===== src/rtl/pool_fmap_collect_pkg.sv =====
// pool_pkg: constants, state encoding and slot indexing shared by the pooling
// blocks (feature-map collector, pool window mux, max stage).
//   DATA_W   : pixel width
//   MAP_DIM  : feature-map side (6)
//   POOL_DIM : pooling-window grid side (3 for a 6x6 map with 2x2 windows)
//   state_t  : collector state, FILL (accept pixels) / DRAIN (emit windows)
//   idx(r,c) : raster slot index of pixel (r,c) in the packed map
package pool_pkg;

    localparam int DATA_W   = 8;
    localparam int MAP_DIM  = 6;
    localparam int POOL_DIM = 3;
    localparam int NUM_PIX  = MAP_DIM * MAP_DIM;
    localparam int LIN_W    = NUM_PIX * DATA_W;

    typedef enum logic [0:0] {
        FILL  = 1'b0,
        DRAIN = 1'b1
    } state_t;

    function automatic logic [5:0] idx(input logic [2:0] r, input logic [2:0] c);
        return 6'(r) * 6'(MAP_DIM) + 6'(c);
    endfunction

endpackage


===== src/rtl/pool_fmap_collect_if.sv =====
// Pixel-in / window-out bundle of the feature-map collector.
//   slave  : collector side (accepts pixels, presents windows)
//   master : producer/consumer side (convolution output + pool stage)
interface pool_fmap_collect_if;
    import pool_pkg::*;

    logic                  in_valid;
    logic                  in_ready;
    logic [DATA_W-1:0]     in_data;
    logic                  in_last;
    logic [LIN_W-1:0]      conv_lin;
    logic [1:0]            r_cnt;
    logic [1:0]            c_cnt;
    logic                  win_valid;
    logic                  win_ready;
    logic                  map_done;

    modport slave (
        input  in_valid, in_data, in_last, win_ready,
        output in_ready, conv_lin, r_cnt, c_cnt, win_valid, map_done
    );

    modport master (
        output in_valid, in_data, in_last, win_ready,
        input  in_ready, conv_lin, r_cnt, c_cnt, win_valid, map_done
    );
endinterface


===== src/rtl/pool_fmap_collect_win_cnt.sv =====
// pool_win_cnt: pooling-window row/column counter over a POOL_DIM x POOL_DIM grid.
//   clk, rst : clock, asynchronous active-high reset
//   clr      : synchronous return to (0,0), dominates step
//   step     : advance one window, column first, wrapping (last,last) -> (0,0)
//   r_cnt    : window row
//   c_cnt    : window column
//   at_last  : counter sits on the final window of the grid
module pool_win_cnt
    import pool_pkg::*;
(
    input  logic       clk,
    input  logic       rst,
    input  logic       clr,
    input  logic       step,
    output logic [1:0] r_cnt,
    output logic [1:0] c_cnt,
    output logic       at_last
);

    localparam logic [1:0] LAST = 2'(POOL_DIM - 1);

    logic [1:0] r_cnt_r;
    logic [1:0] c_cnt_r;

    // Row/column counters; a wrap from the last window lands back on (0,0).
    always_ff @(posedge clk or posedge rst) begin
        if (rst) begin
            r_cnt_r <= 2'd0;
            c_cnt_r <= 2'd0;
        end else if (clr) begin
            r_cnt_r <= 2'd0;
            c_cnt_r <= 2'd0;
        end else if (step) begin
            if (c_cnt_r == LAST) begin
                c_cnt_r <= 2'd0;
                r_cnt_r <= (r_cnt_r == LAST) ? 2'd0 : r_cnt_r + 2'd1;
            end else begin
                c_cnt_r <= c_cnt_r + 2'd1;
            end
        end else begin
            r_cnt_r <= r_cnt_r;
            c_cnt_r <= c_cnt_r;
        end
    end

    assign r_cnt   = r_cnt_r;
    assign c_cnt   = c_cnt_r;
    assign at_last = (r_cnt_r == LAST) && (c_cnt_r == LAST);

endmodule


===== src/rtl/pool_fmap_collect.sv =====
// pool_fmap_collect: collects a streamed 6x6 feature map into a flat register
// bus, then sequences the nine 2x2 pooling windows for the max-pool stage.
//   clk, rst : clock, asynchronous active-high reset
//   clr      : synchronous abort back to FILL, slot 0 (map contents kept)
//   bus      : pixel stream in, packed map + window counters/handshake out
//   err_last : sticky flag, in_last did not coincide with slot 35
module pool_fmap_collect
    import pool_pkg::*;
(
    input  logic                  clk,
    input  logic                  rst,
    input  logic                  clr,
    pool_fmap_collect_if.slave    bus,
    output logic                  err_last
);

    localparam logic [5:0] LAST_SLOT = 6'(NUM_PIX - 1);

    state_t              state_r;
    logic [5:0]          wr_ptr_r;
    logic                in_ready_r;
    logic                win_valid_r;
    logic                map_done_r;
    logic                err_last_r;
    logic [DATA_W-1:0]   pix_r [NUM_PIX];
    logic [NUM_PIX-1:0]  wr_en_s;
    logic                accept_s;
    logic                last_slot_s;
    logic                win_step_s;
    logic                cnt_clr_s;
    logic                at_last_s;

    // in_ready_r is only ever set in FILL, so it alone qualifies a pixel accept.
    assign accept_s    = bus.in_valid & in_ready_r;
    assign last_slot_s = (wr_ptr_r == LAST_SLOT);
    assign win_step_s  = win_valid_r & bus.win_ready & ~clr;
    // Counters restart on abort and whenever a new map enters DRAIN.
    assign cnt_clr_s   = clr | (accept_s & last_slot_s);

    pool_win_cnt u_win_cnt (
        .clk     (clk),
        .rst     (rst),
        .clr     (cnt_clr_s),
        .step    (win_step_s),
        .r_cnt   (bus.r_cnt),
        .c_cnt   (bus.c_cnt),
        .at_last (at_last_s)
    );

    // Slot-write decoder: one enable per map pixel, clr suppresses the write.
    for (genvar gr = 0; gr < MAP_DIM; gr++) begin : g_row
        for (genvar gc = 0; gc < MAP_DIM; gc++) begin : g_col
            localparam logic [5:0] SLOT = idx(3'(gr), 3'(gc));
            assign wr_en_s[SLOT] = accept_s & ~clr & (wr_ptr_r == SLOT);
        end
    end

    // Pixel storage; only FILL writes touch it, so it is frozen during DRAIN.
    always_ff @(posedge clk or posedge rst) begin
        if (rst) begin
            for (int i = 0; i < NUM_PIX; i++) begin
                pix_r[i] <= '0;
            end
        end else begin
            for (int i = 0; i < NUM_PIX; i++) begin
                if (wr_en_s[i]) begin
                    pix_r[i] <= bus.in_data;
                end else begin
                    pix_r[i] <= pix_r[i];
                end
            end
        end
    end

    for (genvar gi = 0; gi < NUM_PIX; gi++) begin : g_lin
        assign bus.conv_lin[gi*DATA_W +: DATA_W] = pix_r[gi];
    end

    // Control FSM with registered handshake outputs, write pointer and error flag.
    always_ff @(posedge clk or posedge rst) begin
        if (rst) begin
            state_r     <= FILL;
            wr_ptr_r    <= 6'd0;
            in_ready_r  <= 1'b1;
            win_valid_r <= 1'b0;
            map_done_r  <= 1'b0;
            err_last_r  <= 1'b0;
        end else if (clr) begin
            state_r     <= FILL;
            wr_ptr_r    <= 6'd0;
            in_ready_r  <= 1'b1;
            win_valid_r <= 1'b0;
            map_done_r  <= 1'b0;
        end else begin
            map_done_r <= 1'b0;
            case (state_r)
                FILL: begin
                    if (accept_s) begin
                        // Marker must appear on slot 35 and nowhere else.
                        if (bus.in_last != last_slot_s) begin
                            err_last_r <= 1'b1;
                        end
                        if (last_slot_s) begin
                            wr_ptr_r    <= 6'd0;
                            state_r     <= DRAIN;
                            in_ready_r  <= 1'b0;
                            win_valid_r <= 1'b1;
                        end else begin
                            wr_ptr_r <= wr_ptr_r + 6'd1;
                        end
                    end
                end
                DRAIN: begin
                    if (win_valid_r && bus.win_ready && at_last_s) begin
                        state_r     <= FILL;
                        in_ready_r  <= 1'b1;
                        win_valid_r <= 1'b0;
                        map_done_r  <= 1'b1;
                    end
                end
                default: begin
                    state_r     <= FILL;
                    wr_ptr_r    <= 6'd0;
                    in_ready_r  <= 1'b1;
                    win_valid_r <= 1'b0;
                end
            endcase
        end
    end

    assign bus.in_ready  = in_ready_r;
    assign bus.win_valid = win_valid_r;
    assign bus.map_done  = map_done_r;
    assign err_last      = err_last_r;

endmodule


===== src/flat_wrapper.sv =====
// flat-port wrapper written by rule: the top's interface ports become plain ports
module pool_fmap_collect_flat import pool_pkg::*;
  (clk, rst, clr, err_last, bus_in_valid, bus_in_data, bus_in_last, bus_win_ready, bus_in_ready, bus_conv_lin, bus_r_cnt, bus_c_cnt, bus_win_valid, bus_map_done);
  pool_fmap_collect_if bus_i ();
  input  logic clk;
  input  logic rst;
  input  logic clr;
  output logic err_last;
  input wire logic [$bits(bus_i.in_valid)-1:0] bus_in_valid;
  input wire logic [$bits(bus_i.in_data)-1:0] bus_in_data;
  input wire logic [$bits(bus_i.in_last)-1:0] bus_in_last;
  input wire logic [$bits(bus_i.win_ready)-1:0] bus_win_ready;
  output wire logic [$bits(bus_i.in_ready)-1:0] bus_in_ready;
  output wire logic [$bits(bus_i.conv_lin)-1:0] bus_conv_lin;
  output wire logic [$bits(bus_i.r_cnt)-1:0] bus_r_cnt;
  output wire logic [$bits(bus_i.c_cnt)-1:0] bus_c_cnt;
  output wire logic [$bits(bus_i.win_valid)-1:0] bus_win_valid;
  output wire logic [$bits(bus_i.map_done)-1:0] bus_map_done;
  assign bus_i.in_valid = bus_in_valid;
  assign bus_i.in_data = bus_in_data;
  assign bus_i.in_last = bus_in_last;
  assign bus_i.win_ready = bus_win_ready;
  assign bus_in_ready = bus_i.in_ready;
  assign bus_conv_lin = bus_i.conv_lin;
  assign bus_r_cnt = bus_i.r_cnt;
  assign bus_c_cnt = bus_i.c_cnt;
  assign bus_win_valid = bus_i.win_valid;
  assign bus_map_done = bus_i.map_done;
  pool_fmap_collect u_core (.clk(clk), .rst(rst), .clr(clr), .bus(bus_i), .err_last(err_last));
endmodule

===== config.mk =====
export PLATFORM = sky130hd
export DESIGN_NAME = pool_fmap_collect_flat
export DESIGN_NICKNAME = d
export VERILOG_FILES = /design/src/rtl/pool_fmap_collect_pkg.sv /design/src/rtl/pool_fmap_collect_if.sv /design/src/rtl/pool_fmap_collect_win_cnt.sv /design/src/rtl/pool_fmap_collect.sv /design/src/flat_wrapper.sv
export SDC_FILE = /design/constraint.sdc
export NUM_CORES = 1
export LEC_CHECK = 0
export BUFFER_PORTS_ARGS = -buffer_cell sky130_fd_sc_hd__buf_2
export CORE_MARGIN = 5
export CORE_UTILIZATION = 40
export CTS_CLUSTER_DIAMETER = 80
export DETAILED_ROUTE_END_ITERATION = 10
export PLACE_DENSITY = 0.66
export SYNTH_ARGS = -nofsm -noshare
export SYNTH_HDL_FRONTEND = slang
export SYNTH_SLANG_ARGS = --single-unit

===== constraint.sdc =====
create_clock -name clk -period 8.87 [get_ports clk]
set_input_delay 0.4435 -clock clk [delete_from_list [all_inputs] [get_ports clk]]
set_output_delay 0.4435 -clock clk [all_outputs]
set_load 0.05 [all_outputs]

# After elaboration in Yosys (flattened, before gate mapping)
# Index checks and enable logic that the tools add are counted.
# Widths: inputs -> output; s select.
# op_classes
addsub	3
n_eq_ne	42
mux	29
bitwise_logic	44
reduce_logical	11
# ops
op	n
$eq 6x5->1 const B	16
$eq 6x4->1 const B	8
$and 1x1->1	41
$eq 6x3->1 const B	4
$eq 6x6->1 const B	4
$mux 6	4
$mux 1	15
$mux 2	7
$eq 6x2->1 const B	2
$add 6x1->6 const B	1
$eq 6x1->1 const B	1
$logic_not 6->1	1
$ne 3x2->1 const B	2
$pmux 1 s2	3
$reduce_bool 2->1	3
$add 2x1->2 const B	2
$eq 2x2->1 const B	2
$reduce_and 2->1	2
$reduce_and 4->1	1
$logic_and 1x1->1	3
$ne 3x3->1 const B	1
$reduce_and 3->1	1
$ne 2x2->1 const B	1
$not 1->1	2
other kinds (2)	2
# totals
regBits	303

# Longest topological paths before layout
# Gate-level depths: netlist of run 1.
# depth
word_depth	6
ltp_mapped	6
depth_no_buf	5

# Hierarchy
# A second synthesis of run 1 with hierarchy kept.
# hier_totals
hier_cells	752
area_unflattened_um2	12059.1
# by_module_without_submodules
module	n_inst	cells_each	area_each_um2	seq_area_each_um2
pool_fmap_collect	1	733	11841.4	7483.4
pool_win_cnt	1	19	217.7	100.1

# Worst setup path before layout of run 1
# OpenSTA, ideal clock, no wires.
# synth_path
kind	register to register
start	reg u_core.in_ready_r, in the netlist u_core.bus.in_ready
end	reg u_core.pix_r, in the netlist u_core.bus.conv_lin[175]
t_arrival_ns	1.970
required_time_ns	8.745
slack_ns	6.775
path_stages_with_launch	6
n_path_buf	2
synth_period_minus_slack_ns	2.095
path_cell_list	dfstp_2 > nand4bb_1 > buf_4 > buf_6 > nor3b_4 > mux2_2
# synth_via
elab_chain_cells	3
# synth_rtl
element	line	text
start: declaration	pool_fmap_collect.sv:21	logic in_ready_r;
start signal: assignment	pool_fmap_collect.sv:84	in_ready_r <= 1'b1;
start signal: assignment	pool_fmap_collect.sv:91	in_ready_r <= 1'b1;
start signal: assignment	pool_fmap_collect.sv:106	in_ready_r <= 1'b0;
$and 1x1->1	pool_fmap_collect.sv:34	assign accept_s = bus.in_valid & in_ready_r;
$and 1x1->1 (2 in a row)	pool_fmap_collect.sv:54	assign wr_en_s[SLOT] = accept_s & ~clr & (wr_ptr_r == SLOT);
end signal: indexed assignment	pool_fmap_collect.sv:67	pix_r[i] <= bus.in_data;
end signal: indexed assignment	pool_fmap_collect.sv:69	pix_r[i] <= pix_r[i];
end: declaration	pool_fmap_collect.sv:25	logic [DATA_W-1:0] pix_r [NUM_PIX];
# No other way between the ends.
# A chain may end at the register's enable or synchronous reset.

# Worst setup path after layout of run 1
# layout_path
start	reg u_core.wr_ptr_r[2]
end	reg u_core.pix_r, in the netlist u_core.bus.conv_lin[99]
# layout_via
elab_chain_cells	2
# layout_rtl
element	line	text
start: declaration	pool_fmap_collect.sv:20	logic [5:0] wr_ptr_r;
start signal: assignment	pool_fmap_collect.sv:109	wr_ptr_r <= wr_ptr_r + 6'd1;
$eq 6x4->1	pool_fmap_collect.sv:54	
$and 1x1->1	pool_fmap_collect.sv:54	
# No other way between the ends.

==> impl_metrics.csv, run 1 <==
group,metric,value,unit
run_status,outcome,"finished clean",
timing,finalSetupViolations,0,
drt,via_per_inst,5.06,
grt,grt_max_degree,142,
grt,antenna_found_initial,0,
timing,grt_setup_unrepaired,"false",
die,design.core.area,29600,sq um
logic_synthesis,synth_top_area_share,0.632,
placed_design,place_congestion,0.777,
clocking,cts_hold_buf,0,
die,fp.dieH,183,microns
timing,fmax,355,MHz
drt,drtPass1Iterations,4,
timing,setup-tns-final,0,ns
critical_path,path_class,"reg2reg",
logic_synthesis,ys_types,46,
pwr,combPwrFrac,0.109,
pwr,clkPwrFrac,0.431,
pwr,p_int,0.00232,W
placed_design,dpl.hpwl,21700,microns
run,max_cap_viol_count,0,
clocking,cts_buffers,34,
critical_path,arrival,3.19,ns
logic_synthesis,synthTopCellsByArea,"dfrtp_1 63%, mux2_2 27%, nor4_4 1.1%",
clocking,clkTransAtPathRegs,0.06,ns
die,fp.dieArea,33400,sq um
critical_path,r2r-end,"u_core.bus.conv_lin[99]",
critical_path,crit_start,"u_core.wr_ptr_r[2]",
timing,whs,0.123,ns
logic_synthesis,ys_seq_elements,303,
logic_synthesis,syn_area,12000,sq um
logic_synthesis,synth_flop_cell,"dfrtp_1",
logic_synthesis,syn_avg_cell_area,16.0,sq um
finish,final_cell_mix,"309 x buf_2, 302 x dfrtp_1, 285 x mux2_2, 35 x clkbuf_16, 16 x nand2_1",
critical_path,cp_top_family,"simple AND/OR/NAND/NOR gates",
grt,grt_use_total,0.196,
clocking,cts_tree,"done",
die,core.rowCount,63,
grt,grt_overflow,0,
pwr,switching_share,0.266,
logic_synthesis,synth_edf_count,0,
placed_design,portBuffers,309,
drt,antenna_left,0,
drt,num_vias,7430,
pwr,design_power_total,0.00316,W
logic_synthesis,ys_warn_count,0,
logic_synthesis,ys_async_sr_fraction,1.00,
critical_path,worst-path-buf-inv,0,
pwr,power_density,211,nW/um^2
clocking,htreeDepth,2,
critical_path,cp_cell_sequence,"nand2_1 > nor3b_4 > mux2_2",
logic_synthesis,syn-num-nets,766,
pwr,power.net_switching,0.000840,W
critical_path,cp_max_fo,17,
drt,wirelength,32900,microns
finish,drive_above_1_share,0.626,
critical_path,start_kind,"register",
die,ios,310,
clocking,clkLatencyLatePin,0.50,ns
critical_path,slowest_stage,"dfrtp_1",
critical_path,reg2reg_depth,3,
die,die_w,183,microns
logic_synthesis,synth_top_cell_by_area,"dfrtp_1",
logic_synthesis,netlist_instances,748,
pwr,seq_power_share,0.460,
critical_path,end_kind,"register",
critical_path,slowest_delay,0.85,ns
timing,tightest_slew,1.06,ns
logic_synthesis,yosysSeqAreaShare,0.634,
critical_path,crit_path_end,"u_core.bus.conv_lin[99]",
critical_path,worst-r2r-setup-slack,6.06,ns
timing,hold_viol,0,
finish,fin_util,0.505,
clocking,cts_setup_buffers,0,
clocking,cts_num_sinks,303,
critical_path,critPathRequiredTime,9.25,ns
finish,area_growth,24.9,%
clocking,cts_max_path_buffers,3,
finish,final_nets,1073,
timing,maxSlewViolCount,0,
drt,wl_per_cell,22.4,microns
critical_path,rr_startpoint,"u_core.wr_ptr_r[2]",
die,initial_core_util,0.404,
critical_path,path_depth,3,
hold_path,worstHoldPathType,"in2async",
timing,finClkSkew,0.0131,ns
grt,grt_pass1_wl,50700,microns
pwr,power_leakage,8.31,nW
timing,relSlewSlack,0.295,
timing,period_share,0.317,
clocking,root_buffer,"clkbuf_16",
pwr,ir_drop,0.000193,V
clocking,cts_resized,0,
timing,fin_crit,2.81,ns
drt,drc_errors,0,
finish,fillers,2581,
finish,layout_commonest_cell,"buf_2",
drt,drt_iter0_drc,321,
grt,grt_pass1_vias,8011,
[worst min path at each step]
stage	depth (start not counted)	slack [ns]	endpoint	start
floorplan	2	0.53	u_core.bus.in_ready	u_core.state_r
global placement	1	0.46	u_core.bus.conv_lin[94]	u_core.bus.conv_lin[94]
detailed placement	1	0.47	u_core.err_last	u_core.err_last
CTS	2	0.20	u_core.bus.conv_lin[86]	rst
global route	2	0.22	u_core.bus.conv_lin[86]	rst
finish	2	0.12	u_core.bus.conv_lin[86]	rst
[routing by layer]
metal  share of wire  routed length [microns]  global-route usage
met1            0.43                    14000               0.259
met2            0.49                    16000               0.324
met3           0.064                     2100              0.0514
met4           0.026                      844              0.0533
met5               0                        0                   0
[Yosys cell counts, types with 4 or more instances]
cell type / instances
nand4b_1: 5
inv_1: 7
a21oi_1: 8
ha_1: 4
mux2_2: 285
nand2_1: 16
clkbuf_1: 31
dfrtp_1: 302
nor3_4: 5
nand3_1: 14
buf_2: 7
nor2b_1: 6
nor3b_4: 5
nor4_4: 6
[flip-flops by register name, summed over array words and instances (netlist names)]
register,count
u_core.bus.conv_lin,288
u_core.bus.in_ready,1
u_core.bus.map_done,1
u_core.bus.win_valid,1
u_core.err_last,1
u_core.state_r,1
u_core.u_win_cnt.c_cnt,2
u_core.u_win_cnt.r_cnt,2
u_core.wr_ptr_r,6
[stage by stage]
| step | cells | worst slack [ns] | area [sq um] |
|---|---|---|---|
| CTS | 1468 | 6.06 | 14900 |
| detailed placement | 1409 | 6.10 | 13800 |
| global route | 1468 | 5.86 | 14900 |
| global placement | 1409 | 6.16 | 13800 |
| finish | 1469 | 6.06 | 14900 |
| floorplan | 748 | 0.0539 | 12000 |
[final cells by class]
class,count,area [sq um],area share
Tap cell,390,488,0.0327
Sequential cell,303,7580,0.508
Inverter,8,37.5,0.00251
Clock buffer,51,1010,0.0673
Timing Repair Buffer,313,1580,0.106
Antenna cell,1,2.50,0.000168
Clock inverter,8,81.3,0.00544
Multi-Input combinational cell,395,4160,0.279
[cell families (layout without fill, tap and decap cells)]
kind of cell / after synthesis / in the layout / share of synthesized area
simple gates: 80 / 80 / 0.0586
buf+inv: 50 / 380 / 0.0180
other cells: 0 / 1 / 0
fa+ha+maj: 4 / 4 / 0.00419
flops: 303 / 303 / 0.634
mux: 289 / 289 / 0.272
compound gates: 22 / 22 / 0.0129
[power by group through the flow]
stage / clock (W) / combinational [W] / sequential, W
2_1_floorplan: 0 / 0.0000895 / 0.00164
3_3_place_gp: 0 / 0.000350 / 0.00147
3_5_place_dp: 0 / 0.000351 / 0.00148
4_1_cts: 0.00139 / 0.000351 / 0.00145
5_1_grt: 0.00145 / 0.000368 / 0.00146
6_report: 0.00136 / 0.000346 / 0.00145
Power figures use the tool's default switching activity.
==> inputs of run 2 (changes only) <==
--- a/config.mk
+++ b/config.mk
@@ -10,7 +10,7 @@
 export CORE_UTILIZATION = 40
 export CTS_CLUSTER_DIAMETER = 80
 export DETAILED_ROUTE_END_ITERATION = 10
-export PLACE_DENSITY = 0.66
+export PLACE_DENSITY = 0.63
 export SYNTH_ARGS = -nofsm -noshare
 export SYNTH_HDL_FRONTEND = slang
 export SYNTH_SLANG_ARGS = --single-unit
==> constraint.sdc (replaced) <==
create_clock -name clk -period 2.7 [get_ports clk]
set_input_delay 0.135 -clock clk [delete_from_list [all_inputs] [get_ports clk]]
set_output_delay 0.135 -clock clk [all_outputs]
set_load 0.05 [all_outputs]
==> run 2 against run 1 <==
Combinational power grew to 3.4 times the previous value; core utilization grew 0.93 points; wire length shrank 0.38%; critical path type unchanged; sequential power grew to 3.3 times the previous value; clock power grew to 3.5 times the previous value; maximum frequency grew 12%; count of clock-buffer cells in the layout shrank 6; sequential share of layout area shrank 0.91 points; total power grew to 3.4 times the previous value; final cell count grew 1.5%; critical path depth grew 1.
==> impl_metrics.csv, run 2 (synthesis results as in run 1) <==
group,metric,value,unit
finish,area_growth,27.2,%
hold_path,hold_depth,3,
pwr,combPwrFrac,0.109,
die,initial_core_util,0.404,
die,design.core.area,29600,sq um
timing,finalSetupViolations,0,
timing,maxSlewViolCount,0,
timing,fmax,397,MHz
drt,wirelength,32800,microns
placed_design,dpl.hpwl,21700,microns
critical_path,r2r-end,"u_core.bus.conv_lin[59]",
run,max_cap_viol_count,0,
drt,via_per_inst,5.06,
finish,drive_above_1_share,0.637,
clocking,htreeDepth,2,
pwr,seq_power_share,0.448,
critical_path,arrival,2.90,ns
critical_path,critPathRequiredTime,3.08,ns
finish,layout_commonest_cell,"buf_2",
clocking,clkTransAtPathRegs,0.06,ns
drt,drtPass1Iterations,4,
die,fp.dieH,183,microns
timing,setup-tns-final,0,ns
die,core.rowCount,63,
timing,tightest_slew,0.953,ns
timing,grt_setup_unrepaired,"false",
grt,grt_overflow,0,
timing,period_share,0.933,
drt,num_vias,7543,
drt,drt_iter0_drc,280,
pwr,power.net_switching,0.00281,W
critical_path,crit_path_end,"u_core.bus.conv_lin[59]",
clocking,cts_max_path_buffers,3,
grt,grt_pass1_wl,50500,microns
critical_path,cp_max_fo,10,
placed_design,portBuffers,309,
timing,hold_viol,0,
critical_path,start_kind,"register",
drt,wl_per_cell,22.0,microns
pwr,switching_share,0.264,
pwr,ir_drop,0.000566,V
timing,fin_crit,2.52,ns
grt,antenna_found_initial,0,
finish,final_cell_mix,"309 x buf_2, 302 x dfrtp_1, 285 x mux2_2, 35 x clkbuf_16, 18 x buf_4",
clocking,clkLatencyLatePin,0.50,ns
pwr,power_density,700,nW/um^2
placed_design,place_area,14000,sq um
critical_path,rr_startpoint,"u_core.wr_ptr_r[0]",
grt,grt_pass1_vias,7938,
die,ios,310,
die,die_w,183,microns
clocking,cts_tree,"done",
pwr,p_int,0.00784,W
finish,antenna_cells,0,
critical_path,crit_start,"u_core.wr_ptr_r[0]",
placed_design,place_congestion,0.776,
timing,finClkSkew,0.0105,ns
critical_path,reg2reg_depth,4,
clocking,root_buffer,"clkbuf_16",
grt,grt_use_total,0.194,
clocking,cts_buffers,34,
finish,fin_area,15200,sq um
pwr,clkPwrFrac,0.443,
drt,antenna_left,0,
hold_path,worstHoldPathType,"in2reg",
critical_path,end_kind,"register",
pwr,power_leakage,8.47,nW
clocking,cts_num_sinks,303,
grt,grt_max_degree,79,
finish,largest_reg_flops,288,
drt,drc_errors,0,
run_status,outcome,"finished clean",
critical_path,path_class,"reg2reg",
clocking,cts_setup_buffers,0,
timing,relSlewSlack,0.364,
critical_path,worst-r2r-setup-slack,0.18,ns
finish,final_nets,1094,
die,fp.dieArea,33400,sq um
-- run 2: cell count changes in the layout (fill, tap and decap cells not counted), moves of 2 or more --
cell           before  now
buf_12              0    3
buf_4               4   18
bufinv_16           1    3
clkbuf_1            9    2
clkinv_2            2    9
dlygate4sd3_1       0    4
-- run 2: how the worst min path moves through the flow --
stage | startpoint | end | slack [ns]
2_1_floorplan | bus_in_data[7] | u_core.bus.conv_lin[175] | 0.29
3_3_place_gp | rst | u_core.wr_ptr_r[5] | 0.31
3_5_place_dp | rst | u_core.bus.conv_lin[138] | 0.30
4_1_cts | bus_in_last | u_core.err_last | 0.10
5_1_grt | bus_in_last | u_core.err_last | 0.17
6_report | bus_in_last | u_core.err_last | 0.12
-- run 2: power by group through the flow --
stage               combinational [W]  clock, W  sequential (W)
finish                        0.00116   0.00472         0.00477
global placement              0.00118         0         0.00484
detailed placement            0.00118         0         0.00485
CTS                           0.00118   0.00483         0.00477
global route                  0.00124   0.00502         0.00479
floorplan                    0.000295         0         0.00539
-- run 2: per-layer routing --
layer / vias up / share of wire / wire length (microns) / track usage
li1: 3343 / - / - / -
met1: 3925 / 0.42 / 13800 / 0.259
met2: 232 / 0.48 / 15800 / 0.317
met3: 43 / 0.079 / 2580 / 0.0577
met4: 0 / 0.020 / 657 / 0.0444
met5: - / 0 / 0 / 0
-- run 2: worst max-delay path, cell delays in order (launching register included) --
cell	delay [ns]
dfrtp_1	0.45
ha_1	0.27
nor2b_1	0.72
nand3_1	0.55
mux2_2	0.43
-- run 2: per-stage QoR --
step / power, W / setup slack, ns / instances / utilization / hold slack, ns
after floorplan: 0.00568 / -1.46 / 748 / - / 0.287
after global placement: 0.00602 / 0.339 / 1426 / 0.474 / 0.311
after detailed placement: 0.00603 / 0.223 / 1426 / 0.474 / 0.299
after CTS: 0.0108 / 0.223 / 1491 / 0.515 / 0.104
after global routing: 0.0111 / 0.0238 / 1491 / 0.515 / 0.167
final: 0.0107 / 0.180 / 1491 / 0.515 / 0.125
-- run 2: layout make-up --
class	instances	area [sq um]
timing repair buffer	334	1780
clock inverter	16	169
tap	390	488
inverter	8	33.8
fill	2565	14300
sequential	303	7580
clock buffer	45	993
multi-input combinational	395	4160
-- run 2: repair_timing --
action                                  in CTS  in global routing
resized for setup                            0                  0
endpoints found under the hold margin       26                  0
hold buffers                                 4                  0
endpoints found under the setup margin       0                  0
